===== config.mk =====
export PLATFORM = sky130hd
export DESIGN_NAME = instruction_sequencer_flat
export DESIGN_NICKNAME = d
export VERILOG_FILES = /design/src/rtl/instruction_sequencer_pkg.sv /design/src/rtl/instruction_sequencer_if.sv /design/src/rtl/instruction_sequencer_id_classifier.sv /design/src/rtl/instruction_sequencer.sv /design/src/flat_wrapper.sv
export SDC_FILE = /design/constraint.sdc
export NUM_CORES = 1
export LEC_CHECK = 0
export BUFFER_PORTS_ARGS = -buffer_cell sky130_fd_sc_hd__buf_2
export CORE_ASPECT_RATIO = 1.25
export CORE_MARGIN = 2
export CORE_UTILIZATION = 30
export DETAILED_ROUTE_END_ITERATION = 7
export GPL_TIMING_DRIVEN = 0
export PLACE_DENSITY_LB_ADDON = 0.05
export SLEW_MARGIN = 5
export SYNTH_ARGS = -nofsm -noshare
export SYNTH_HDL_FRONTEND = slang
export SYNTH_SLANG_ARGS = --single-unit

===== constraint.sdc =====
create_clock -name clock -period 1.9 [get_ports clock]
set_input_delay 0.38 -clock clock [delete_from_list [all_inputs] [get_ports clock]]
set_output_delay 0.38 -clock clock [all_outputs]
set_load 0.02 [all_outputs]

===== src/rtl/instruction_sequencer_pkg.sv =====
// rtl/instruction_sequencer_pkg.sv - shared state, class and instruction-ID definitions
package instruction_sequencer_pkg;

  typedef enum logic [2:0] {
    ST_RESET     = 3'd0,
    ST_FETCH     = 3'd1,
    ST_DECODE    = 3'd2,
    ST_EXECUTE   = 3'd3,
    ST_MEMORY    = 3'd4,
    ST_WRITEBACK = 3'd5,
    ST_HALT      = 3'd6,
    ST_TRAP      = 3'd7
  } seq_state_e;

  typedef enum logic [3:0] {
    CLS_ILLEGAL = 4'd0,
    CLS_ALU     = 4'd1,
    CLS_LOAD    = 4'd2,
    CLS_STORE   = 4'd3,
    CLS_BRANCH  = 4'd4,
    CLS_SWI     = 4'd5,
    CLS_NOP     = 4'd6,
    CLS_HLT     = 4'd7,
    CLS_RSTW    = 4'd8,
    CLS_MISC    = 4'd9
  } instr_class_e;

  localparam logic [6:0] ID_SWI  = 7'h48;
  localparam logic [6:0] ID_B    = 7'h49;
  localparam logic [6:0] ID_BX   = 7'h26;
  localparam logic [6:0] ID_NOP  = 7'h4A;
  localparam logic [6:0] ID_HLT  = 7'h4B;
  localparam logic [6:0] ID_RSTW = 7'h64;

endpackage


===== src/rtl/instruction_sequencer_if.sv =====
// rtl/instruction_sequencer_if.sv - sequencer <-> decoder/datapath signal bundle
interface instruction_sequencer_if;
  logic [6:0]  id;
  logic        cond_pass;
  logic        resume;
  logic        ir_load;
  logic        imem_read;
  logic        dmem_read;
  logic        dmem_write;
  logic        reg_write;
  logic        pc_inc;
  logic        pc_load;
  logic        pc_vector;
  logic        halted;
  logic [2:0]  state;
  logic [15:0] vec_addr;

  // master is the sequencer itself; slave is the datapath side
  modport master (
    input  id, cond_pass, resume,
    output ir_load, imem_read, dmem_read, dmem_write, reg_write,
           pc_inc, pc_load, pc_vector, halted, state, vec_addr
  );

  modport slave (
    output id, cond_pass, resume,
    input  ir_load, imem_read, dmem_read, dmem_write, reg_write,
           pc_inc, pc_load, pc_vector, halted, state, vec_addr
  );
endinterface


===== src/rtl/instruction_sequencer_id_classifier.sv =====
// rtl/instruction_sequencer_id_classifier.sv - combinational map from decoder ID to instruction class
module id_classifier
  import instruction_sequencer_pkg::*;
(
  input  logic [6:0]   id_i,
  output instr_class_e class_o
);

  always_comb begin
    class_o = CLS_ILLEGAL;
    // BX sits inside the ALU range, so branches are resolved first
    if (id_i == ID_BX || id_i == ID_B) begin
      class_o = CLS_BRANCH;
    end else if (id_i >= 7'h01 && id_i <= 7'h27) begin
      class_o = CLS_ALU;
    end else if ((id_i >= 7'h2B && id_i <= 7'h2F) ||
                 (id_i inside {7'h31, 7'h33, 7'h35, 7'h37, 7'h39})) begin
      class_o = CLS_LOAD;
    end else if (id_i inside {7'h28, 7'h29, 7'h2A, 7'h30, 7'h32, 7'h34, 7'h36, 7'h38}) begin
      class_o = CLS_STORE;
    end else if (id_i >= 7'h3A && id_i <= 7'h47) begin
      class_o = CLS_MISC;
    end else if (id_i == ID_SWI) begin
      class_o = CLS_SWI;
    end else if (id_i == ID_NOP) begin
      class_o = CLS_NOP;
    end else if (id_i == ID_HLT) begin
      class_o = CLS_HLT;
    end else if (id_i == ID_RSTW) begin
      class_o = CLS_RSTW;
    end
  end

endmodule


===== src/rtl/instruction_sequencer.sv =====
// rtl/instruction_sequencer.sv - multi-cycle fetch/decode/execute/memory/writeback control FSM
// Define SEQ_ILLEGAL_TRAP_EN to vector illegal IDs through TRAP instead of treating them as NOP.
module instruction_sequencer
  import instruction_sequencer_pkg::*;
#(
  parameter int unsigned MEM_LATENCY = 2,
  parameter logic [15:0] SWI_VECTOR  = 16'h0009
)(
  input logic                     clock,
  input logic                     reset,
  instruction_sequencer_if.master bus
);

  localparam logic [3:0] LAT_LAST = 4'(MEM_LATENCY - 1);

  seq_state_e   state_q, state_d;
  logic [3:0]   cnt_q, cnt_d;
  instr_class_e cls_q, cls_d;
  instr_class_e id_cls;
  logic         res_meta_q, res_sync_q, res_prev_q;
  logic         res_rise;

  logic ir_load, imem_read, dmem_read, dmem_write, reg_write;
  logic pc_inc, pc_load, pc_vector, halted;

  id_classifier u_id_classifier (
    .id_i    (bus.id),
    .class_o (id_cls)
  );

  assign res_rise = res_sync_q & ~res_prev_q;

  always_ff @(posedge clock or negedge reset) begin
    if (!reset) begin
      state_q    <= ST_RESET;
      cnt_q      <= '0;
      cls_q      <= CLS_ILLEGAL;
      res_meta_q <= 1'b0;
      res_sync_q <= 1'b0;
      res_prev_q <= 1'b0;
    end else begin
      state_q    <= state_d;
      cnt_q      <= cnt_d;
      cls_q      <= cls_d;
      res_meta_q <= bus.resume;
      res_sync_q <= res_meta_q;
      res_prev_q <= res_sync_q;
    end
  end

  // Outputs decode the registered state, counter and class
  always_comb begin
    state_d    = state_q;
    cnt_d      = cnt_q;
    cls_d      = cls_q;
    ir_load    = 1'b0;
    imem_read  = 1'b0;
    dmem_read  = 1'b0;
    dmem_write = 1'b0;
    reg_write  = 1'b0;
    pc_inc     = 1'b0;
    pc_load    = 1'b0;
    pc_vector  = 1'b0;
    halted     = 1'b0;

    case (state_q)
      ST_RESET: state_d = ST_FETCH;

      ST_FETCH: begin
        imem_read = 1'b1;
        if (cnt_q == LAT_LAST) begin
          ir_load = 1'b1;
          cnt_d   = '0;
          state_d = ST_DECODE;
        end else begin
          cnt_d = cnt_q + 4'd1;
        end
      end

      ST_DECODE: begin
        cls_d   = id_cls;
        state_d = ST_EXECUTE;
      end

      ST_EXECUTE: begin
        case (cls_q)
          CLS_ALU, CLS_MISC: begin
            reg_write = 1'b1;
            pc_inc    = 1'b1;
            state_d   = ST_FETCH;
          end
          CLS_BRANCH: begin
            pc_load = bus.cond_pass;
            pc_inc  = ~bus.cond_pass;
            state_d = ST_FETCH;
          end
          CLS_LOAD, CLS_STORE: state_d = ST_MEMORY;
          CLS_SWI:             state_d = ST_TRAP;
          CLS_HLT:             state_d = ST_HALT;
          CLS_RSTW:            state_d = ST_RESET;
          CLS_ILLEGAL: begin
`ifdef SEQ_ILLEGAL_TRAP_EN
            state_d = ST_TRAP;
`else
            pc_inc  = 1'b1;
            state_d = ST_FETCH;
`endif
          end
          default: begin
            pc_inc  = 1'b1;
            state_d = ST_FETCH;
          end
        endcase
      end

      ST_MEMORY: begin
        dmem_read  = (cls_q == CLS_LOAD);
        dmem_write = (cls_q == CLS_STORE);
        if (cnt_q == LAT_LAST) begin
          cnt_d   = '0;
          state_d = ST_WRITEBACK;
        end else begin
          cnt_d = cnt_q + 4'd1;
        end
      end

      ST_WRITEBACK: begin
        reg_write = (cls_q == CLS_LOAD);
        pc_inc    = 1'b1;
        state_d   = ST_FETCH;
      end

      // halted drops in the release cycle so it never overlaps pc_inc
      ST_HALT: begin
        halted = ~res_rise;
        if (res_rise) begin
          pc_inc  = 1'b1;
          state_d = ST_FETCH;
        end
      end

      ST_TRAP: begin
        reg_write = 1'b1;
        pc_vector = 1'b1;
        state_d   = ST_FETCH;
      end

      default: state_d = ST_RESET;
    endcase
  end

  assign bus.ir_load    = ir_load;
  assign bus.imem_read  = imem_read;
  assign bus.dmem_read  = dmem_read;
  assign bus.dmem_write = dmem_write;
  assign bus.reg_write  = reg_write;
  assign bus.pc_inc     = pc_inc;
  assign bus.pc_load    = pc_load;
  assign bus.pc_vector  = pc_vector;
  assign bus.halted     = halted;
  assign bus.state      = state_q;
  assign bus.vec_addr   = SWI_VECTOR;

endmodule


===== src/flat_wrapper.sv =====
// flat-port wrapper written by rule: the top's interface ports become plain ports
module instruction_sequencer_flat import instruction_sequencer_pkg::*;
#(
  parameter int unsigned MEM_LATENCY = 2,
  parameter logic [15:0] SWI_VECTOR  = 16'h0009
)
  (clock, reset, bus_id, bus_cond_pass, bus_resume, bus_ir_load, bus_imem_read, bus_dmem_read, bus_dmem_write, bus_reg_write, bus_pc_inc, bus_pc_load, bus_pc_vector, bus_halted, bus_state, bus_vec_addr);
  instruction_sequencer_if bus_i ();
  input logic clock;
  input logic reset;
  input wire logic [$bits(bus_i.id)-1:0] bus_id;
  input wire logic [$bits(bus_i.cond_pass)-1:0] bus_cond_pass;
  input wire logic [$bits(bus_i.resume)-1:0] bus_resume;
  output wire logic [$bits(bus_i.ir_load)-1:0] bus_ir_load;
  output wire logic [$bits(bus_i.imem_read)-1:0] bus_imem_read;
  output wire logic [$bits(bus_i.dmem_read)-1:0] bus_dmem_read;
  output wire logic [$bits(bus_i.dmem_write)-1:0] bus_dmem_write;
  output wire logic [$bits(bus_i.reg_write)-1:0] bus_reg_write;
  output wire logic [$bits(bus_i.pc_inc)-1:0] bus_pc_inc;
  output wire logic [$bits(bus_i.pc_load)-1:0] bus_pc_load;
  output wire logic [$bits(bus_i.pc_vector)-1:0] bus_pc_vector;
  output wire logic [$bits(bus_i.halted)-1:0] bus_halted;
  output wire logic [$bits(bus_i.state)-1:0] bus_state;
  output wire logic [$bits(bus_i.vec_addr)-1:0] bus_vec_addr;
  assign bus_i.id = bus_id;
  assign bus_i.cond_pass = bus_cond_pass;
  assign bus_i.resume = bus_resume;
  assign bus_ir_load = bus_i.ir_load;
  assign bus_imem_read = bus_i.imem_read;
  assign bus_dmem_read = bus_i.dmem_read;
  assign bus_dmem_write = bus_i.dmem_write;
  assign bus_reg_write = bus_i.reg_write;
  assign bus_pc_inc = bus_i.pc_inc;
  assign bus_pc_load = bus_i.pc_load;
  assign bus_pc_vector = bus_i.pc_vector;
  assign bus_halted = bus_i.halted;
  assign bus_state = bus_i.state;
  assign bus_vec_addr = bus_i.vec_addr;
  instruction_sequencer #(.MEM_LATENCY(MEM_LATENCY), .SWI_VECTOR(SWI_VECTOR)) u_core (.clock(clock), .reset(reset), .bus(bus_i));
endmodule

==> summary.txt <==
Synthesis
  – Synth Area in Compound Gates: 16.59%
  – Dominant synthesized flop cell: dfrtp_1
  – Synth warn: 0
  – FFs w/ async S/R, synth: 100.0%
  – Sequential fraction of the synthesis area: 32.71%
  – Mux cell area share after synthesis: 1.869%
  – Syn Std Cell Area: 1071 um^2
  – #FFs+latches synth: 14
  – Synth Instances: 129
  – Adder-Cell Fraction of Synth Area: 0%
  – Number of flops mapped to enable cells by yosys: 0
  – Simple logic cell fraction of the synthesized area: 30.37%
  – Synth Area in XOR/XNOR: 3.271%
  – Largest family of logic cells by synthesized area: simple AND/OR/NAND/NOR gates
  – Yosys cell types: 43
  – Syn Area/Cell: 8.303 um^2

Die
  – Die width: 57.44 um
  – Initial core utilization: 31.01%
  – Ports: 39
  – Die area: 4067 um^2
  – # rows: 24
  – DIE HEIGHT: 70.81 um
  – Core ar.: 3453 um^2

Routing
  – DR DRC count: 0
  – DRT Pass-1 Iters: 4
  – Initial detailed-routing violation count: 37
  – Final WL: 2.504 mm
  – Vias: 1005
  – Via/cell ratio: 4.809
  – Post-route ant nets: 0
  – DR WL/cell: 11.98 um

Global route
  – Congestion Overflow GR: 0
  – First-pass GRT wire length: 4.202 mm
  – Vias in the first global route: 963
  – Largest net degree at the start of global routing: 15
  – Initial antenna violation count: 0
  – GR Util All Layers: 12.81%

STA
  – Slew Limit Fails: 0
  – Final setup vio count: 1
  – Setup ws final: -0.08904 ns
  – Fin crit share: 104.7%
  – WHS: 0.02570 ns
  – Unrepaired setup endpoints after global routing: yes
  – Tmin final: 1.989 ns
  – Skew final: 0.001202 ns
  – Final hold vios: 0
  – Maximum clock frequency: 0.5028 GHz

Power and ir drop
  – Peak supply drop: 0.7060 mV
  – Pwr/cell area: 1256 nW/um^2
  – Sequential power share: 30.4%
  – Sw frac: 43.51%
  – Logic pwr share: 53.7%
  – Sw power: 784.1 uW
  – Cell Int Power: 1018 uW
  – Leak Pwr: 0.0006736 uW
  – Clock power share: 15.9%

Clock tree
  – CTS Buf Count: 3
  – Worst-skew pair later-pin latency: 0.24 ns
  – CTS sink cnt: 14
  – Hold Buf Count CTS: 0
  – Root Buffer Master: clkbuf_8
  – Clock transition at path regs: 0.06 ns
  – Htree depth: 1
  – Worst-case clock buffer depth: 2
  – CTS tree: done

Final layout
  – FILL cells: 367
  – Commonest non-fill, non-tap cell in the layout: buf_2
  – Area occupied by multi-input gates: 683.2 um^2
  – Layout Cells excl Fill: 209
  – Finished Cell Area: 1435 um^2
  – Nets@finish: 182
  – Register Area: 355.3 um^2
  – # diodes: 0
  – Layout cell share with drive strength beyond 1: 38.82%
  – Most frequent cells in the layout: buf_2, buf_4, conb_1
  – Area growth syn-to-layout: 34.00%

Setup path
  – FF-to-FF path depth: 6
  – Launch point of the worst path: u_core.bus.state[2]
  – WP data required: 1.52 ns
  – Crit Path Max Fanout: 10
  – R2r endpoint: u_core.cnt_q[3]
  – Crit path DAT: 1.61 ns
  – R2R Setup Slk: 0.31 ns
  – Worst r2r src: u_core.bus.state[2]
  – Crit start category: flop
  – Critical path type: flop to primary output
  – Crit. End Element: primary output

Run status
  – Violated checks: negative setup slack
  – Status: complete, but fails checks

Placed design
  – PortBufs: 21
  – DP Cell Count: 203
  – Routability cong.: 0.8424
  – Area after DPL: 1284 um^2
  – Detailed Place HPWL: 1.893 mm

Run
  – Max Cap Viol: 0

Hold path
  – Worst Hold Class: input port to asynchronous set/reset pin
-- Yosys cell counts, types with 2 or more instances --
| cell | number | area [um^2] |
|---|---|---|
| buf_4 | 16 | 120.1 |
| dfrtp_1 | 14 | 350.3 |
| nand2_1 | 11 | 41.29 |
| nor2_1 | 11 | 41.29 |
| nand2b_1 | 9 | 56.30 |
| a21oi_1 | 6 | 30.03 |
| o21ai_0 | 6 | 30.03 |
| and2_1 | 3 | 18.77 |
| inv_1 | 3 | 11.26 |
| nand3_1 | 3 | 15.01 |
| nor3_1 | 3 | 15.01 |
| clkbuf_1 | 2 | 7.510 |
| conb_1 | 2 | 7.510 |
| mux2i_1 | 2 | 20.02 |
| nand3b_1 | 2 | 15.01 |
| nor2b_1 | 2 | 12.51 |
| nor4b_1 | 2 | 17.52 |
| nor4bb_1 | 2 | 20.02 |
| o21ai_1 | 2 | 10.01 |
| o32ai_1 | 2 | 17.52 |
| or4_1 | 2 | 15.01 |
| xnor2_1 | 2 | 17.52 |
| xor2_1 | 2 | 17.52 |
-- power by group through the flow --
stage | Clock, uW | Combinational, uW | Sequential, uW
floorplan | 0 | 594 | 498
global placement | 0 | 826 | 492
detailed placement | 0 | 831 | 493
CTS | 296 | 805 | 518
global route | 304 | 1070 | 561
finish | 286 | 968 | 548
-- per-layer routing --
metal / part of all wire, % / vias to the layer above / wire length [um] / GRT usage [%]
met1: 43 / 456 / 1084 / 16.69
li1: - / 510 / - / -
met2: 50 / 35 / 1242 / 20.58
met4: 2.0 / 0 / 49 / 7.752
met5: 0 / - / 0 / 0
met3: 5.1 / 4 / 127 / 0.7313
-- cell type report --
type | count | share of cell area [%]
multi-input combinational | 106 | 47.60
sequential | 14 | 24.76
buffer | 19 | 10.03
timing repair buffer | 24 | 9.590
clock buffer | 4 | 3.836
tap | 39 | 3.400
inverter | 3 | 0.7847
-- state kept, by name (all words and copies together) (netlist names) --
register,cells
u_core.cnt_q,4
u_core.res_meta_q,1
u_core.res_sync_q,1
u_core.res_prev_q,1
u_core.bus.state,3
u_core.cls_q,4
-- stage by stage --
step | total power [uW] | setup WS (ns) | TNS (ns) | utilization (%)
floorplan | 1092 | 0.02858 | 0 | -
global route | 1938 | -0.1561 | -0.1997 | 41.56
detailed placement | 1324 | 0.002963 | 0 | 37.17
global placement | 1318 | -0.01314 | -0.01314 | 37.17
CTS | 1619 | -0.1311 | -0.1807 | 38.91
finish | 1802 | -0.08904 | -0.08904 | 41.56
-- timing repair --
item | CTS | global route
buffers inserted | 0 | 3
gates resized for setup | 3 | 20
endpoints found under the setup margin | 6 | 6
pin swaps | 0 | 3
-- worst max-delay path by stage --
stage | endpoint | slack [ns] | cells after the start
4_1_cts | bus_pc_inc | -0.13 | 5
6_report | bus_pc_inc | -0.09 | 5
5_1_grt | bus_pc_inc | -0.16 | 5
3_3_place_gp | bus_pc_inc | -0.01 | 7
3_5_place_dp | bus_pc_inc | 0.003 | 6
2_1_floorplan | bus_pc_load | 0.03 | 3
-- critical path: stages (launching register included) --
cell and delay (ns):
dfrtp_1 0.37, clkbuf_4 0.18, nand2b_2 0.23, o32ai_2 0.28
a22o_1 0.19, buf_6 0.11
-- cells by family after synthesis --
| logic type | count (synthesis) |
|---|---|
| DFF | 14 |
| AOI/OAI and AO/OA | 27 |
| other | 2 |
| buffers and inverters | 23 |
| muxes | 2 |
| xor gates and xnor gates | 4 |
| and+or+nand+nor | 57 |
(Power assumes the default switching activity.)
